`config.mk`:
```
export PLATFORM = sky130hd
export DESIGN_NAME = decap_packet_stream_flat
export DESIGN_NICKNAME = d
export VERILOG_FILES = /design/src/rtl/decap_packet_stream_if.sv /design/src/rtl/decap_packet_stream.sv /design/src/flat_wrapper.sv
export SDC_FILE = /design/constraint.sdc
export NUM_CORES = 2
export LEC_CHECK = 0
export CAP_MARGIN = 20
export CORE_AREA = 8 8 531 533
export CTS_CLUSTER_DIAMETER = 30
export DETAILED_ROUTE_END_ITERATION = 10
export DIE_AREA = 0 0 539 541
export PLACE_DENSITY = 0.61
export SYNTH_ARGS = -nofsm -noshare
export SYNTH_HDL_FRONTEND = slang
export SYNTH_SLANG_ARGS = --single-unit
```
`constraint.sdc`:
```
create_clock -name clk -period 10.43 [get_ports clk]
set_clock_uncertainty 0.1 [all_clocks]
set_input_delay 1.043 -clock clk [delete_from_list [all_inputs] [get_ports clk]]
set_output_delay 1.043 -clock clk [all_outputs]
set_load 0.05 [all_outputs]
```
`src/rtl/decap_packet_stream_if.sv`:
```
// Aurora RX frame stream and DFX word valid/ready handshake for decap_packet_stream.
interface decap_packet_stream_if #(
    parameter int AURORA_DATA_WIDTH = 64,
    parameter int HDR_WIDTH         = 9,
    parameter int DFX_W             = 1034
);
    logic [AURORA_DATA_WIDTH-1:0] rx_data;
    logic                         rx_valid;
    logic [HDR_WIDTH-1:0]         header_pkt_recv;
    logic [DFX_W-1:0]             data_dfx_recv;
    logic                         valid_dfx_data;
    logic                         dfx_ready;

    modport master (
        output rx_data, rx_valid, dfx_ready,
        input  header_pkt_recv, data_dfx_recv, valid_dfx_data
    );

    modport slave (
        input  rx_data, rx_valid, dfx_ready,
        output header_pkt_recv, data_dfx_recv, valid_dfx_data
    );
endinterface

```
`src/rtl/decap_packet_stream.sv`:
```
// Aurora RX decapsulator: reassembles one DFX word from NUM_FRAMES headered frames.
// Optional macro DECAP_ERR_CNT_EN adds a saturating error counter (err_cnt_clr/err_cnt).
module decap_packet_stream #(
    parameter int DATA_WIDTH        = 1024,
    parameter int ADDR_WIDTH        = 10,
    parameter int AURORA_DATA_WIDTH = 64,
    parameter int HDR_WIDTH         = 9,
    parameter int TIMEOUT_CYCLES    = 255
) (
    input  logic                  clk,
    input  logic                  rst_n,
    decap_packet_stream_if.slave  bus,
    output logic                  decap_done,
    output logic                  err_seq,
    output logic                  err_len,
    output logic                  err_sync,
    output logic                  err_timeout,
    output logic                  err_overflow
`ifdef DECAP_ERR_CNT_EN
    ,
    input  logic                  err_cnt_clr,
    output logic [15:0]           err_cnt
`endif
);
    localparam int DFX_W      = DATA_WIDTH + ADDR_WIDTH;
    localparam int PLD_W      = AURORA_DATA_WIDTH - HDR_WIDTH;
    localparam int NUM_FRAMES = (DFX_W + PLD_W - 1) / PLD_W;
    localparam int LAST_W     = DFX_W - (NUM_FRAMES - 1) * PLD_W;
    localparam int IDX_W      = HDR_WIDTH - 2;
    localparam int TMO_W      = $clog2(TIMEOUT_CYCLES + 1);
    localparam logic [IDX_W-1:0] LAST_IDX = IDX_W'(NUM_FRAMES - 1);

    typedef enum logic {IDLE, ASSEMBLE} state_t;

    state_t               state_q, state_d;
    logic [IDX_W-1:0]     cnt_q, cnt_d;
    logic [TMO_W-1:0]     tmo_q, tmo_d;
    logic [DFX_W-1:0]     asm_q, asm_d;
    logic [HDR_WIDTH-1:0] hdr_q, hdr_d;
    logic [DFX_W-1:0]     hold_data_q;
    logic [HDR_WIDTH-1:0] hold_hdr_q;
    logic                 hold_valid_q;

    logic                 wr_en, complete, load;
    logic [IDX_W-1:0]     wr_slot;
    logic                 seq_d, len_d, sync_d, tmo_err_d;

    logic [HDR_WIDTH-1:0] hdr_in;
    logic [PLD_W-1:0]     pld;
    logic                 sof, eof;
    logic [IDX_W-1:0]     idx;

    assign hdr_in = bus.rx_data[HDR_WIDTH-1:0];
    assign pld    = bus.rx_data[AURORA_DATA_WIDTH-1:HDR_WIDTH];
    assign sof    = hdr_in[8];
    assign eof    = hdr_in[7];
    assign idx    = hdr_in[IDX_W-1:0];

    always_comb begin
        state_d   = state_q;
        cnt_d     = cnt_q;
        tmo_d     = tmo_q;
        hdr_d     = hdr_q;
        wr_en     = 1'b0;
        wr_slot   = '0;
        complete  = 1'b0;
        seq_d     = 1'b0;
        len_d     = 1'b0;
        sync_d    = 1'b0;
        tmo_err_d = 1'b0;
        unique case (state_q)
            IDLE: begin
                tmo_d = '0;
                cnt_d = '0;
                if (bus.rx_valid) begin
                    if (sof && idx == '0) begin
                        hdr_d = hdr_in;
                        if (NUM_FRAMES == 1) begin
                            if (eof) begin
                                wr_en    = 1'b1;
                                complete = 1'b1;
                            end else begin
                                len_d = 1'b1;
                            end
                        end else begin
                            wr_en   = 1'b1;
                            cnt_d   = IDX_W'(1);
                            state_d = ASSEMBLE;
                        end
                    end else begin
                        sync_d = 1'b1;
                    end
                end
            end
            ASSEMBLE: begin
                if (bus.rx_valid) begin
                    tmo_d = '0;
                    if (sof && idx == '0) begin
                        // A fresh SOF aborts the current packet but is kept as the new start.
                        seq_d = 1'b1;
                        hdr_d = hdr_in;
                        wr_en = 1'b1;
                        cnt_d = IDX_W'(1);
                    end else if (sof || idx != cnt_q) begin
                        seq_d   = 1'b1;
                        cnt_d   = '0;
                        state_d = IDLE;
                    end else if (eof != (cnt_q == LAST_IDX)) begin
                        len_d   = 1'b1;
                        cnt_d   = '0;
                        state_d = IDLE;
                    end else begin
                        wr_en   = 1'b1;
                        wr_slot = cnt_q;
                        if (cnt_q == LAST_IDX) begin
                            complete = 1'b1;
                            cnt_d    = '0;
                            state_d  = IDLE;
                        end else begin
                            cnt_d = cnt_q + 1'b1;
                        end
                    end
                end else if (tmo_q == TMO_W'(TIMEOUT_CYCLES - 1)) begin
                    tmo_err_d = 1'b1;
                    tmo_d     = '0;
                    cnt_d     = '0;
                    state_d   = IDLE;
                end else begin
                    tmo_d = tmo_q + 1'b1;
                end
            end
        endcase
    end

    // asm_d already holds the current frame's slice, so the holding register loads it directly.
    always_comb begin
        asm_d = asm_q;
        for (int unsigned k = 0; k < NUM_FRAMES - 1; k++) begin
            if (wr_en && wr_slot == IDX_W'(k))
                asm_d[k*PLD_W +: PLD_W] = pld;
        end
        if (wr_en && wr_slot == LAST_IDX)
            asm_d[(NUM_FRAMES-1)*PLD_W +: LAST_W] = pld[LAST_W-1:0];
    end

    assign load = complete && (!hold_valid_q || bus.dfx_ready);

    always_ff @(posedge clk or negedge rst_n) begin
        if (!rst_n) begin
            state_q      <= IDLE;
            cnt_q        <= '0;
            tmo_q        <= '0;
            asm_q        <= '0;
            hdr_q        <= '0;
            hold_data_q  <= '0;
            hold_hdr_q   <= '0;
            hold_valid_q <= 1'b0;
            decap_done   <= 1'b0;
            err_seq      <= 1'b0;
            err_len      <= 1'b0;
            err_sync     <= 1'b0;
            err_timeout  <= 1'b0;
            err_overflow <= 1'b0;
        end else begin
            state_q      <= state_d;
            cnt_q        <= cnt_d;
            tmo_q        <= tmo_d;
            asm_q        <= asm_d;
            hdr_q        <= hdr_d;
            if (load) begin
                hold_data_q <= asm_d;
                hold_hdr_q  <= hdr_d;
            end
            hold_valid_q <= load || (hold_valid_q && !bus.dfx_ready);
            decap_done   <= load;
            err_seq      <= seq_d;
            err_len      <= len_d;
            err_sync     <= sync_d;
            err_timeout  <= tmo_err_d;
            err_overflow <= complete && !load;
        end
    end

    assign bus.data_dfx_recv   = hold_data_q;
    assign bus.header_pkt_recv = hold_hdr_q;
    assign bus.valid_dfx_data  = hold_valid_q;

`ifdef DECAP_ERR_CNT_EN
    logic any_err;
    assign any_err = seq_d || len_d || sync_d || tmo_err_d || (complete && !load);

    always_ff @(posedge clk or negedge rst_n) begin
        if (!rst_n)
            err_cnt <= '0;
        else if (err_cnt_clr)
            err_cnt <= '0;
        else if (any_err && err_cnt != '1)
            err_cnt <= err_cnt + 16'd1;
    end
`endif
endmodule

```
`src/flat_wrapper.sv`:
```
// flat-port wrapper written by rule: the top's interface ports become plain ports
module decap_packet_stream_flat 
#(
    parameter int DATA_WIDTH        = 1024,
    parameter int ADDR_WIDTH        = 10,
    parameter int AURORA_DATA_WIDTH = 64,
    parameter int HDR_WIDTH         = 9,
    parameter int TIMEOUT_CYCLES    = 255
)
  (clk, rst_n, decap_done, err_seq, err_len, err_sync, err_timeout, err_overflow, bus_rx_data, bus_rx_valid, bus_dfx_ready, bus_header_pkt_recv, bus_data_dfx_recv, bus_valid_dfx_data);
  decap_packet_stream_if #(.AURORA_DATA_WIDTH(AURORA_DATA_WIDTH), .HDR_WIDTH(HDR_WIDTH), .DFX_W((1034))) bus_i ();
  input  logic clk;
  input  logic rst_n;
  output logic decap_done;
  output logic err_seq;
  output logic err_len;
  output logic err_sync;
  output logic err_timeout;
  output logic err_overflow;
  input wire logic [$bits(bus_i.rx_data)-1:0] bus_rx_data;
  input wire logic [$bits(bus_i.rx_valid)-1:0] bus_rx_valid;
  input wire logic [$bits(bus_i.dfx_ready)-1:0] bus_dfx_ready;
  output wire logic [$bits(bus_i.header_pkt_recv)-1:0] bus_header_pkt_recv;
  output wire logic [$bits(bus_i.data_dfx_recv)-1:0] bus_data_dfx_recv;
  output wire logic [$bits(bus_i.valid_dfx_data)-1:0] bus_valid_dfx_data;
  assign bus_i.rx_data = bus_rx_data;
  assign bus_i.rx_valid = bus_rx_valid;
  assign bus_i.dfx_ready = bus_dfx_ready;
  assign bus_header_pkt_recv = bus_i.header_pkt_recv;
  assign bus_data_dfx_recv = bus_i.data_dfx_recv;
  assign bus_valid_dfx_data = bus_i.valid_dfx_data;
  decap_packet_stream #(.DATA_WIDTH(DATA_WIDTH), .ADDR_WIDTH(ADDR_WIDTH), .AURORA_DATA_WIDTH(AURORA_DATA_WIDTH), .HDR_WIDTH(HDR_WIDTH), .TIMEOUT_CYCLES(TIMEOUT_CYCLES)) u_core (.clk(clk), .rst_n(rst_n), .bus(bus_i), .decap_done(decap_done), .err_seq(err_seq), .err_len(err_len), .err_sync(err_sync), .err_timeout(err_timeout), .err_overflow(err_overflow));
endmodule
```
# Word level (Yosys, flattened, before mapping)
# Cells that the tools add are included.
[totals]
ff_bits = 2109
inputBits = 68
word_cells = 144
[op_classes]
addsub = 2
eq_ne = 23
mux = 73
bitwise_logic = 1
reduce_logical = 31
[op_table]
columns = ["cell", "n"]
rows = [
  ["55-bit two-way mux", 18],
  ["7-bit two-way mux", 12],
  ["7-bit by 4-bit == test with 1-bit output (second input constant)", 8],
  ["44-bit two-way mux", 1],
  ["1-bit two-way mux", 34],
  ["7-bit by 3-bit == test with 1-bit output (second input constant)", 4],
  ["7-bit by 5-bit == test with 1-bit output (second input constant)", 4],
  ["1-bit logical AND", 23],
  ["9-bit two-way mux", 2],
  ["8-bit two-way mux", 2],
  ["8-bit one-hot mux with 2 select lines", 1],
  ["7-bit by 2-bit == test with 1-bit output (second input constant)", 2],
  ["7-bit zero test", 2],
  ["7-bit one-hot mux with 2 select lines", 1],
  ["8-bit by 1-bit adder with 8-bit output (second input constant)", 1],
  ["8-bit == test (second input constant)", 1],
  ["7-bit by 1-bit adder with 7-bit output (second input constant)", 1],
  ["7-bit by 1-bit == test with 1-bit output (second input constant)", 1],
  ["7-bit != test", 1],
  ["1-bit one-hot mux with 2 select lines", 2],
  ["1-bit zero test", 3],
  ["1-bit logical OR", 3],
  ["3-bit != test (second input constant)", 1],
  ["1-bit != test", 1],
  ["1-bit NOT", 1],
]

# Logic depth before layout (Yosys ltp)
[depth]
depth_word = 10
mapped_depth = 13

# Least setup slack after synthesis
# No wires, ideal clock.
[synth_timing]
path_type = "input port to flip-flop"
startpoint = "input port bus_rx_data[7]"
endpoint = "register u_core.hold_data_q[201] (netlist: u_core.bus.data_dfx_recv[201])"
setup_time_ps = 125
arrival_time_ps = 3364
t_required_ps = 10205
setup_slack_ps = 6841
cell_stages = 10
path_buffers = 3
path_cell_list = "inv_1 > ha_1 > nand3b_1 > clkbuf_1 > buf_2 > nor4_1 > nand4_4 > buf_2 > mux2_1 > mux2_2"
[synth_via]
elab_chain_cells = 9
elab_cells_between_ends = 20
cone_classes = "eq/ne (2); mux (16); reduce/logical (2)"
[synth_lines]
columns = ["item", "line", "rtl"]
rows = [
  ["start: declaration", "flat_wrapper.sv:20", "input wire logic [$bits(bus_i.rx_data)-1:0] bus_rx_data;"],
  ["1-bit != test *", "decap_packet_stream.sv:108", "end else if (eof != (cnt_q == LAST_IDX)) begin"],
  ["7-bit two-way mux", "decap_packet_stream.sv:108", ""],
  ["7-bit two-way mux", "decap_packet_stream.sv:104", "end else if (sof || idx != cnt_q) begin"],
  ["7-bit two-way mux", "decap_packet_stream.sv:98", "if (sof && idx == '0) begin"],
  ["7-bit two-way mux", "decap_packet_stream.sv:96", "if (bus.rx_valid) begin"],
  ["7-bit two-way mux", "decap_packet_stream.sv:71", "unique case (state_q)"],
  ["7-bit by 2-bit == test with 1-bit output", "decap_packet_stream.sv:139", "if (wr_en && wr_slot == IDX_W'(k))"],
  ["1-bit logical AND *", "decap_packet_stream.sv:139", ""],
  ["55-bit two-way mux *", "decap_packet_stream.sv:139", ""],
  ["via u_core.asm_d[201]", "decap_packet_stream.sv:38", "logic [DFX_W-1:0] asm_q, asm_d;"],
  ["end signal: assignment", "decap_packet_stream.sv:171", "hold_data_q <= asm_d;"],
  ["end: declaration", "decap_packet_stream.sv:40", "logic [DFX_W-1:0] hold_data_q;"],
]
# Mark *: on every way through the listed nets, which the timed path passes. The rest lies on a longest branch.
# A chain may end at the register's enable or synchronous reset.

# Final worst setup path
[layout_timing]
startpoint = "register u_core.cnt_q[2]"
endpoint = "register u_core.hold_data_q[89] (netlist: u_core.bus.data_dfx_recv[89])"
[layout_via]
elab_chain_cells = 10
elab_cells_between_ends = 24
cone_classes = "eq/ne (4); mux (17); reduce/logical (3)"
[layout_lines]
columns = ["item", "line", "rtl"]
rows = [
  ["start: declaration", "decap_packet_stream.sv:36", "logic [IDX_W-1:0] cnt_q, cnt_d;"],
  ["start signal: assignment", "decap_packet_stream.sv:166", "cnt_q <= cnt_d;"],
  ["7-bit by 5-bit == test with 1-bit output", "decap_packet_stream.sv:108", ""],
  ["1-bit != test", "decap_packet_stream.sv:108", ""],
  ["7-bit two-way mux", "decap_packet_stream.sv:108", ""],
  ["7-bit two-way mux", "decap_packet_stream.sv:104", ""],
  ["7-bit two-way mux", "decap_packet_stream.sv:98", ""],
  ["7-bit two-way mux", "decap_packet_stream.sv:96", ""],
  ["7-bit two-way mux", "decap_packet_stream.sv:71", ""],
  ["7-bit by 1-bit == test with 1-bit output", "decap_packet_stream.sv:139", ""],
  ["1-bit logical AND *", "decap_packet_stream.sv:139", ""],
  ["55-bit two-way mux *", "decap_packet_stream.sv:139", ""],
  ["via u_core.asm_d[89]", "decap_packet_stream.sv:38", ""],
]
# Marked as above.

==> qor.txt <==
Run status = finished clean
R2r worst-path depth = 9
First-pass DRT Iterations = 5
Mapped Area = 0.0817 mm2
CTS tree = yes
Worst-path clk slew = 50 ps
CTS HTree Levels = 5
Antenna Nets Post-Route = 0
Largest net degree at the start of global routing = 194
Cell variety after synth = 50
Avg Cell Area, Syn = 16.2 um2
Post-synthesis cell count = 5,056
Critical Path RT = 11,110 ps
Final Max Slew Viols = 0
Critical path class = register to register
Hpwl dp = 180,000 um
Fillcell total = 24,600
Area of the die = 0.292 mm2
Grt total ovfl = 0
Initial antenna violation count = 29
Adder-cell share of the synthesized area = 0.0919%
Fin crit period = 5240 ps
Crit path DAT = 5920 ps
Post-synthesis mux area share = 27.2%
Worst skew pair latency = 940 ps
Total CTS buffers = 427
Reg2reg end = u_core.bus.data_dfx_recv[89]$_DFFE_PN0P_
Worst Hold Launch = u_core.hdr_q[8]$_DFF_PN0_
Top-count cell post-synth = dfrtp_1
CP Capture Type = register
Buffers on Ports = 1,117
Crit-path max FO = 31
Power Density = 208 mW/mm2
R2R Setup Slk = 5190 ps
Final Non-Filler Cells = 10,300
Ys flop type = dfrtp_1
Post-CTS setup buffers = 0
Final Hold Viols = 0
First-pass GRT wire length = 395,000 um
Fin crit share = 50.2%
Mapped Nets = 5,130
Post-synth EDFFs = 0
Synth Area in Compound Gates = 2.75%
TritonCTS Sinks = 2,109
Vias = 48,400
Initial core utilization = 29.9%
Resized cells post-CTS = 0
Cell breakdown of the critical path = nor4b_1 > nand3_1 > ha_1 > nand3b_1 > nor4_1 > nand4_4 > buf_4 > mux2_1 > mux2_2
Number of global-route vias before repair = 52,500
Max Fclk = 191 MHz
Clk root buf = clkbuf_16
Slew HR = 23.0%
Row cnt = 192
Worst vdd ir = 0.202 mV
Hold Path Depth = 1
Synth area leader = dfrtp_1
DRC violations left = 0
Async SR Flop Fraction = 100%
Worst R2R Start = u_core.cnt_q[2]$_DFFE_PN0P_
Die X = 539 um
Synth top area share = 64.6%
Post-synth top cells = 2,109 x dfrtp_1, 1,410 x mux2_2, 355 x mux2_4
Crit-path slowest cell = nor4_1
Critical path's top delay family = simple AND/OR/NAND/NOR gates
Hold_buf cts = 1
Setup-failing EPs final = 0
DR iter-0 viols = 2,920
CP bufs+invs = 1
Gr usage total = 18.3%
Final Wtd Congestion = 0.770
Setup TNS = 0 ps
Startpoint class of the critical path = register
Yosys warnings = 0
Area occupied by multi-input gates = 0.0263 mm2
Least-Margin Pin Slew = 1150 ps
# IOs = 1,118
Core box area = 0.273 mm2
#FFs+latches synth = 2,109
Max stage delay on crit path = 840 ps
Max-cap violation count = 0
Nets = 6,390
Share of cells above drive strength 1 = 40.3%
Clock Path Buffers = 4
DR WL/cell = 26.8 um
Lkg Pwr = 0.0545 uW
Hold Path End = u_core.hdr_q[8]$_DFF_PN0_
Worst Hold Class = register to register
Sequential area share after synthesis = 64.6%
Top cells by area, synth = dfrtp_1 65%, mux2_2 19%, mux2_4 6.5%, mux2_1 1.3%, buf_6 1.1%
Storage cell area = 0.0528 mm2
Placed cells = 9,475
Xor/xnor share of the synthesized area = 0.159%
Area Growth Syn to Fin = 36.5%
Simple-gate share of the synthesized area = 1.94%
Die Y = 541 um
Largest family of logic cells by synthesized area = multiplexers
RSZ-0062 raised after global routing = no
Vias per cell = 4.71
Drt total wl = 276,000 um
[flip-flops by register name, summed over array words and instances (netlist names)]
register	cells
u_core.asm_q	1034
u_core.bus.data_dfx_recv	1034
u_core.bus.header_pkt_recv	9
u_core.hdr_q	9
u_core.tmo_q	8
u_core.cnt_q	7
u_core.bus.valid_dfx_data	1
u_core.decap_done	1
u_core.err_len	1
u_core.err_overflow	1
u_core.err_seq	1
u_core.err_sync	1
u_core.err_timeout	1
u_core.state_q	1
[power breakdown]
group / internal, uW / switching, uW / total (uW)
registers: 8220 / 9.96 / 8230
logic: 47.6 / 342 / 390
clock network: 9790 / 4750 / 14500
[how the worst max path moves through the flow]
stage / startpoint / end / slack (ps) / cells past startpoint
after global routing: u_core.cnt_q[2]$_DFFE_PN0P_ / u_core.bus.data_dfx_recv[89]$_DFFE_PN0P_ / 4910 / 9
final: u_core.cnt_q[2]$_DFFE_PN0P_ / u_core.bus.data_dfx_recv[89]$_DFFE_PN0P_ / 5190 / 9
after global placement: bus_rx_data[4] / u_core.bus.data_dfx_recv[359]$_DFFE_PN0P_ / 4260 / 9
after CTS: u_core.cnt_q[2]$_DFFE_PN0P_ / u_core.bus.data_dfx_recv[94]$_DFFE_PN0P_ / 5130 / 9
after detailed placement: bus_rx_data[4] / u_core.bus.data_dfx_recv[464]$_DFFE_PN0P_ / 4200 / 9
after floorplan: bus_rx_data[7] / u_core.bus.data_dfx_recv[201]$_DFFE_PN0P_ / 6840 / 10
[stage by stage]
step	hold WS, ps	util, %	total power [uW]	instance area [um2]	setup slack (ps)
2_1_floorplan	323	-	8430	81700	6840
3_3_place_gp	343	35.1	8770	95700	4260
3_5_place_dp	336	35.1	8770	95800	4200
4_1_cts	348	40.8	23500	111000	5130
5_1_grt	379	40.9	23900	111000	4910
6_report	344	40.9	23200	112000	5190
[logic make-up after synthesis]
| group | after synthesis |
|---|---|
| compound gates | 348 |
| xor+xnor | 14 |
| fa+ha+maj | 6 |
| buf+inv | 442 |
| flops | 2109 |
| mux | 1858 |
| simple gates | 279 |
[per-layer routing]
layer  track usage, %  vias to the layer above  routed length (um)
met5                0                        -                  13
met4             6.93                        2               11000
met3             6.55                      454               23500
met2             28.3                     1699              124000
met1             23.6                    25700              118000
li1                 -                    20600                   -
[layout make-up]
| cell class | count | share of cell area [%] |
|---|---|---|
| Sequential cell | 2109 | 47.3 |
| Multi-Input combinational cell | 2505 | 23.6 |
| Timing Repair Buffer | 1209 | 10.7 |
| Clock buffer | 525 | 10.5 |
| Tap cell | 3589 | 4.03 |
| Clock inverter | 272 | 3.57 |
| Inverter | 64 | 0.215 |
| Antenna cell | 15 | 0.0337 |
[placed cells by master, fill, tap and decap left out, types with 57 or more instances in the layout]
| cell | instances |
|---|---|
| dfrtp_1 | 2109 |
| mux2_2 | 1410 |
| clkdlybuf4s50_1 | 1081 |
| clkbuf_16 | 428 |
| mux2_4 | 355 |
| nand2_1 | 173 |
| o21ai_0 | 116 |
| mux2_1 | 93 |
| buf_4 | 74 |
| bufinv_16 | 71 |
| inv_1 | 64 |
| clkbuf_8 | 64 |
| clkinv_2 | 63 |
| a31oi_1 | 58 |
| a21oi_1 | 57 |
No activity file was read; power rests on OpenSTA's default activity.
